File: config.mk
export PLATFORM = sky130hd
export DESIGN_NAME = uart_rx_cmd_decoder
export DESIGN_NICKNAME = d
export VERILOG_FILES = /design/src/rtl/uart_cmd_pkg.sv /design/src/rtl/uart_rx_cmd_decoder_timeout.sv /design/src/rtl/uart_rx_cmd_decoder.sv
export SDC_FILE = /design/constraint.sdc
export NUM_CORES = 1
export LEC_CHECK = 0
export ABC_AREA = 1
export BUFFER_PORTS_ARGS = -buffer_cell sky130_fd_sc_hd__buf_2
export CORE_MARGIN = 3
export CORE_UTILIZATION = 51
export DETAILED_ROUTE_END_ITERATION = 12
export PLACE_DENSITY = 0.8
export SLEW_MARGIN = 20
export SYNTH_ARGS = -nofsm -noshare
export SYNTH_HDL_FRONTEND = slang
export SYNTH_HIERARCHICAL = 1
export SYNTH_SLANG_ARGS = --single-unit
File: constraint.sdc
create_clock -name clk -period 1.5 [get_ports clk]
set_input_delay 0.225 -clock clk [delete_from_list [all_inputs] [get_ports clk]]
set_output_delay 0.225 -clock clk [all_outputs]
set_load 0.02 [all_outputs]
File: src/rtl/uart_cmd_pkg.sv
// Shared types and constants for the UART command-frame decoder.
// Holds the FSM state enum, command bytes and ALU operand addresses.
package uart_cmd_pkg;

    typedef enum logic [2:0] {
        ST_IDLE,
        ST_WR_ADDR,
        ST_WR_DATA,
        ST_RD_ADDR,
        ST_ALU_A,
        ST_ALU_B,
        ST_ALU_FUN
    } cmd_state_e;

    localparam logic [7:0] CMD_RF_WR   = 8'hAA;
    localparam logic [7:0] CMD_RF_RD   = 8'hBB;
    localparam logic [7:0] CMD_ALU_OP  = 8'hCC;
    localparam logic [7:0] CMD_ALU_NOP = 8'hDD;

    localparam int unsigned ALU_A_ADDR = 0;
    localparam int unsigned ALU_B_ADDR = 1;

    function automatic logic is_cmd(input logic [7:0] b);
        return (b == CMD_RF_WR) || (b == CMD_RF_RD) ||
               (b == CMD_ALU_OP) || (b == CMD_ALU_NOP);
    endfunction

    function automatic logic fun_ok(input logic [7:0] b);
        return b[7:4] == 4'h0;
    endfunction

endpackage

File: src/rtl/uart_rx_cmd_decoder_timeout.sv
// Mid-frame idle counter for the command decoder (RX_CMD_TIMEOUT_EN builds).
// Expires after LIMIT consecutive byte-free cycles while a frame is open.
module cmd_timeout_counter #(
    parameter int LIMIT = 4096
) (
    input  logic clk,
    input  logic rst_n,
    input  logic clear,
    input  logic active,
    output logic expired
);

    localparam int CW = (LIMIT > 2) ? $clog2(LIMIT) : 1;

    logic [CW-1:0] cnt;

    assign expired = active && !clear && (cnt == CW'(LIMIT - 1));

    always_ff @(posedge clk or negedge rst_n) begin
        if (!rst_n) begin
            cnt <= '0;
        end else if (clear || !active || expired) begin
            cnt <= '0;
        end else begin
            cnt <= cnt + CW'(1);
        end
    end

endmodule

File: src/rtl/uart_rx_cmd_decoder.sv
// Command-frame decoder behind the UART receiver: frames -> RF/ALU strobes.
// Optional mid-frame idle abort is enabled by defining RX_CMD_TIMEOUT_EN.
module uart_rx_cmd_decoder
    import uart_cmd_pkg::*;
#(
    parameter int ADDR_WIDTH     = 4,
    parameter int TIMEOUT_CYCLES = 4096
) (
    input  logic                  clk,
    input  logic                  rst_n,
    input  logic [7:0]            rx_p_data,
    input  logic                  rx_data_valid,
    input  logic                  rx_par_err,
    input  logic                  rx_frm_err,
    output logic [ADDR_WIDTH-1:0] rf_addr,
    output logic [7:0]            rf_wr_data,
    output logic                  rf_wr_en,
    output logic                  rf_rd_en,
    output logic [3:0]            alu_fun,
    output logic                  alu_en,
    output logic                  cmd_err,
    output logic                  busy
);

    cmd_state_e state, state_d;

    logic                  err_any, err_q, err_rise;
    logic                  take, abort, timeout;
    logic                  addr_ok;
    logic [ADDR_WIDTH-1:0] byte_addr;
    logic [ADDR_WIDTH-1:0] addr_q, addr_d, rf_addr_d;
    logic [7:0]            data_d;
    logic [3:0]            fun_d;
    logic                  wr_d, rd_d, alu_d, err_d;

    assign err_any   = rx_par_err | rx_frm_err;
    assign err_rise  = err_any && !err_q;
    assign abort     = err_any && (state != ST_IDLE);
    assign take      = rx_data_valid && !err_any;
    assign addr_ok   = (rx_p_data >> ADDR_WIDTH) == 8'h00;
    assign byte_addr = rx_p_data[ADDR_WIDTH-1:0];
    assign busy      = (state != ST_IDLE);

`ifdef RX_CMD_TIMEOUT_EN
    cmd_timeout_counter #(
        .LIMIT (TIMEOUT_CYCLES)
    ) u_timeout (
        .clk     (clk),
        .rst_n   (rst_n),
        .clear   (rx_data_valid),
        .active  (state != ST_IDLE),
        .expired (timeout)
    );
`else
    logic unused_timeout_cfg;
    assign unused_timeout_cfg = (TIMEOUT_CYCLES >= 2);
    assign timeout = 1'b0;
`endif

    always_ff @(posedge clk or negedge rst_n) begin
        if (!rst_n) begin
            state <= ST_IDLE;
            err_q <= 1'b0;
        end else begin
            state <= state_d;
            err_q <= err_any;
        end
    end

    always_comb begin
        state_d = state;
        if (abort || timeout) begin
            state_d = ST_IDLE;
        end else if (take) begin
            unique case (state)
                ST_IDLE: begin
                    unique case (1'b1)
                        (rx_p_data == CMD_RF_WR):   state_d = ST_WR_ADDR;
                        (rx_p_data == CMD_RF_RD):   state_d = ST_RD_ADDR;
                        (rx_p_data == CMD_ALU_OP):  state_d = ST_ALU_A;
                        (rx_p_data == CMD_ALU_NOP): state_d = ST_ALU_FUN;
                        default:                    state_d = ST_IDLE;
                    endcase
                end
                ST_WR_ADDR: state_d = addr_ok ? ST_WR_DATA : ST_IDLE;
                ST_ALU_A:   state_d = ST_ALU_B;
                ST_ALU_B:   state_d = ST_ALU_FUN;
                default:    state_d = ST_IDLE;
            endcase
        end
    end

    // Next values of the registered outputs; held fields keep their value.
    always_comb begin
        wr_d      = 1'b0;
        rd_d      = 1'b0;
        alu_d     = 1'b0;
        err_d     = 1'b0;
        addr_d    = addr_q;
        rf_addr_d = rf_addr;
        data_d    = rf_wr_data;
        fun_d     = alu_fun;
        if (abort || timeout) begin
            err_d = 1'b1;
        end else if ((state == ST_IDLE) && err_rise) begin
            err_d = 1'b1;
        end else if (take) begin
            unique case (state)
                ST_IDLE: err_d = !is_cmd(rx_p_data);
                ST_WR_ADDR: begin
                    if (addr_ok) addr_d = byte_addr;
                    else         err_d  = 1'b1;
                end
                ST_WR_DATA: begin
                    wr_d      = 1'b1;
                    rf_addr_d = addr_q;
                    data_d    = rx_p_data;
                end
                ST_RD_ADDR: begin
                    if (addr_ok) begin
                        rd_d      = 1'b1;
                        rf_addr_d = byte_addr;
                    end else begin
                        err_d = 1'b1;
                    end
                end
                ST_ALU_A: begin
                    wr_d      = 1'b1;
                    rf_addr_d = ADDR_WIDTH'(ALU_A_ADDR);
                    data_d    = rx_p_data;
                end
                ST_ALU_B: begin
                    wr_d      = 1'b1;
                    rf_addr_d = ADDR_WIDTH'(ALU_B_ADDR);
                    data_d    = rx_p_data;
                end
                ST_ALU_FUN: begin
                    if (fun_ok(rx_p_data)) begin
                        alu_d = 1'b1;
                        fun_d = rx_p_data[3:0];
                    end else begin
                        err_d = 1'b1;
                    end
                end
                default: err_d = 1'b0;
            endcase
        end
    end

    always_ff @(posedge clk or negedge rst_n) begin
        if (!rst_n) begin
            addr_q     <= '0;
            rf_addr    <= '0;
            rf_wr_data <= 8'h00;
            alu_fun    <= 4'h0;
            rf_wr_en   <= 1'b0;
            rf_rd_en   <= 1'b0;
            alu_en     <= 1'b0;
            cmd_err    <= 1'b0;
        end else begin
            addr_q     <= addr_d;
            rf_addr    <= rf_addr_d;
            rf_wr_data <= data_d;
            alu_fun    <= fun_d;
            rf_wr_en   <= wr_d;
            rf_rd_en   <= rd_d;
            alu_en     <= alu_d;
            cmd_err    <= err_d;
        end
    end

endmodule

==> results_dict.tcl <==
set metrics [dict create \
    p_sw_frac 0.2424 \
    ys_types 17 \
    synth_area_leaders "dfrtp_1 (52%), nand2_1 (15%), o21ai_2 (5.8%), nand3_1 (5.2%), inv_1 (5.0%)" \
    diodes 0 \
    holdCritPathClass "in -> reg" \
    fin_nets 215 \
    die_h_um 57.48 \
    tritoncts "yes" \
    hpwl_um 2096 \
    tightest_slew_ns 0.6065 \
    path_max_fanout 5 \
    wl_met3_um 166 \
    avgSynthCellArea_um2 8.341 \
    dp.cells 223 \
    grt_pass1_vias 1118 \
    p_seq_frac 0.543 \
    synth_area_um2 1351 \
    start_kind "register" \
    final_layout_size_suffix_gt1_frac 0.3035 \
    synth_seq_cells 28 \
    syn_inst 162 \
    dr_wl_met2_um 1428 \
    post_drt_wl_per_cell_um 12.49 \
    cpPeakStageDelay_ns 0.47 \
    end_kind "output pin" \
    drtIter0Drc 52 \
    place.gp.congestion 0.9417 \
    clock_skew_ns 0.006219 \
    setup_viol 0 \
    viasPerCell 5.143 \
    power_density_nw_per_um2 889.7 \
    drv_cap 0 \
    start_util 0.5405 \
    required_ns 1.27 \
    coreArea_um2 2500 \
    io_buffers 33 \
    yosysWarnings 6 \
    cts-root-buf "clkbuf_4" \
    critical_path.slowest_cell "dfrtp_1" \
    p_int_mw 1.095 \
    die_area_um2 3303 \
    power_frac_comb 0.108 \
    synth_seq_area_share 0.5185 \
    switchingPower_uw 350.2 \
    min_period_ns 1.454 \
    cts_made_buffers 3 \
    wl_met1_um 1235 \
    relSlewSlack 0.5956 \
    h-tree-depth 1 \
    status "finished, final reports clean" \
    clock_latency_ns 0.33 \
    grtUsageTotal 0.1930 \
    topRoutingLayerUsed "met4" \
    max_clock_freq_mhz 688.0 \
    crit_chain "inv_2 > nand3_2 > buf_2" \
    fp.dieW_um 57.48 \
    ir_drop_v 0.0007239 \
    arrival_ns 1.23 \
    area_growth_pct 20.19 \
    routed_wirelength_um 2885 \
    route.detailed.drc 0 \
    synth_area_leader_cell "dfrtp_1" \
    ant_nets 0 \
    tns_ns 0 \
    n_fill_cell 213 \
    cts_num_sinks 28 \
    fin_cells 231 \
    grt_max_degree 29 \
    ios 34 \
    leakage_nw 0.9619 \
    min_period_over_period 0.9690 \
    syn_nets 175 \
    final-max-slew-violation-count 0 \
    clock_path_buffers 2 \
    dr_total_vias 1188 \
    synth_top_area_frac 0.5185 \
    rows 18 \
    grt_pass1_wl_um 4857 \
    path_class "reg -> out" \
    antenna_found_initial 0 \
    clk_pin_slew_ns 0.16 \
    gr-total-overflow 0 \
    p_clk_frac 0.349 \
    dr.pass1.iters 4 \
    hold_viol_final 0 \
]
-- flip-flops by register name (all words and copies together) (netlist names) --
signal / count
rf_wr_en: 1
rf_rd_en: 1
cmd_err: 1
rf_wr_data: 8
rf_addr: 4
state: 3
alu_fun: 4
addr_q: 4
err_q: 1
alu_en: 1
-- power by group through the flow --
stage               registers [mW]  clock network (mW)  logic, mW
global route                 0.787               0.547      0.172
floorplan                    0.819                   0     0.0675
CTS                          0.784               0.504      0.158
detailed placement           0.799                   0      0.153
finish                       0.784               0.504      0.156
global placement             0.798                   0      0.149
-- timing repair --
item	CTS	global route
endpoints found under the hold margin	28	0
hold buffers	1	0
setup buffers	2	1
resized for setup	3	2
setup endpoints to repair	1	1
-- through the flow --
step	hold slack (ns)	instance area [um^2]	util	power (mW)	setup WS (ns)
floorplan	-0.07059	1351	-	0.8863	0.1971
global placement	0.2625	1531	0.6126	0.9473	0.1949
detailed placement	0.2678	1531	0.6126	0.9522	0.1451
CTS	0.1128	1612	0.6446	1.446	0.008441
global route	0.09850	1624	0.6497	1.507	-0.01334
finish	0.1094	1624	0.6497	1.445	0.04647
-- worst max-delay path, delay by kind of cell, from the launching register on --
kind                   cells  cell delay [ns]
flip-flops                 1             0.47
AND/OR/NAND/NOR            1             0.11
buffers and inverters      2             0.31
-- layout by cell type, fill, tap and decap left out, types with 3 or more instances in the layout --
cell	Yosys	final
buf_4	0	3
nand2_1	55	55
o21ai_1	5	5
clkbuf_4	0	3
inv_1	18	16
buf_2	0	33
nor2_1	10	10
o21ai_0	10	10
inv_2	1	3
dfrtp_1	28	26
nand3_1	14	13
o21ai_2	9	9
-- logic make-up after synthesis --
family                 count (synthesis)  synth area share
and+or+nand+nor                       87            0.2889
DFF                                   28            0.5185
AOI/OAI and AO/OA                     26            0.1231
buffers and inverters                 21           0.06944
-- cell type report --
cell class | instances | area, um^2 | area share
tap | 30 | 37.54 | 0.02311
timing repair buffer | 37 | 197.7 | 0.1217
clock buffer | 3 | 22.52 | 0.01387
sequential | 28 | 703.2 | 0.4330
inverter | 19 | 71.32 | 0.04391
multi-input combinational | 113 | 561.8 | 0.3459
clock inverter | 1 | 30.03 | 0.01849
-- per-layer routing --
| layer | vias to the layer above | global-route usage |
|---|---|---|
| met4 | 0 | 0.09603 |
| met1 | 555 | 0.2402 |
| li1 | 595 | - |
| met2 | 34 | 0.3242 |
| met3 | 4 | 0.02941 |
| met5 | - | 0 |
-- Yosys cell counts (all sizes together) --
cell	count
buf	2
dfrtp	28
o211ai	1
nand3	15
nor2	10
a21oi	1
o21ai	24
nand2	59
inv	19
nand4	1
nor3	2
-- path summary, 6_finish.rpt --
| path | to | from | cells after the start | slack (ns) |
|---|---|---|---|---|
| max | busy | state[1]$_DFFE_PN0P_ | 3 | 0.05 |
| min | err_q$_DFF_PN0_ | rx_par_err | 3 | 0.11 |
| max reg2reg | alu_fun[0]$_DFFE_PN0P_ | state[0]$_DFFE_PN0P_ | 5 | 0.14 |
| min reg2reg | rf_addr[3]$_DFFE_PN0P_ | rf_addr[3]$_DFFE_PN0P_ | 2 | 0.49 |
| max in group asynchronous | state[0]$_DFFE_PN0P_ | rst_n | 2 | 0.66 |
| min in group asynchronous | alu_fun[0]$_DFFE_PN0P_ | rst_n | 2 | 0.42 |
Note: power is estimated with default switching activity, not from simulation.
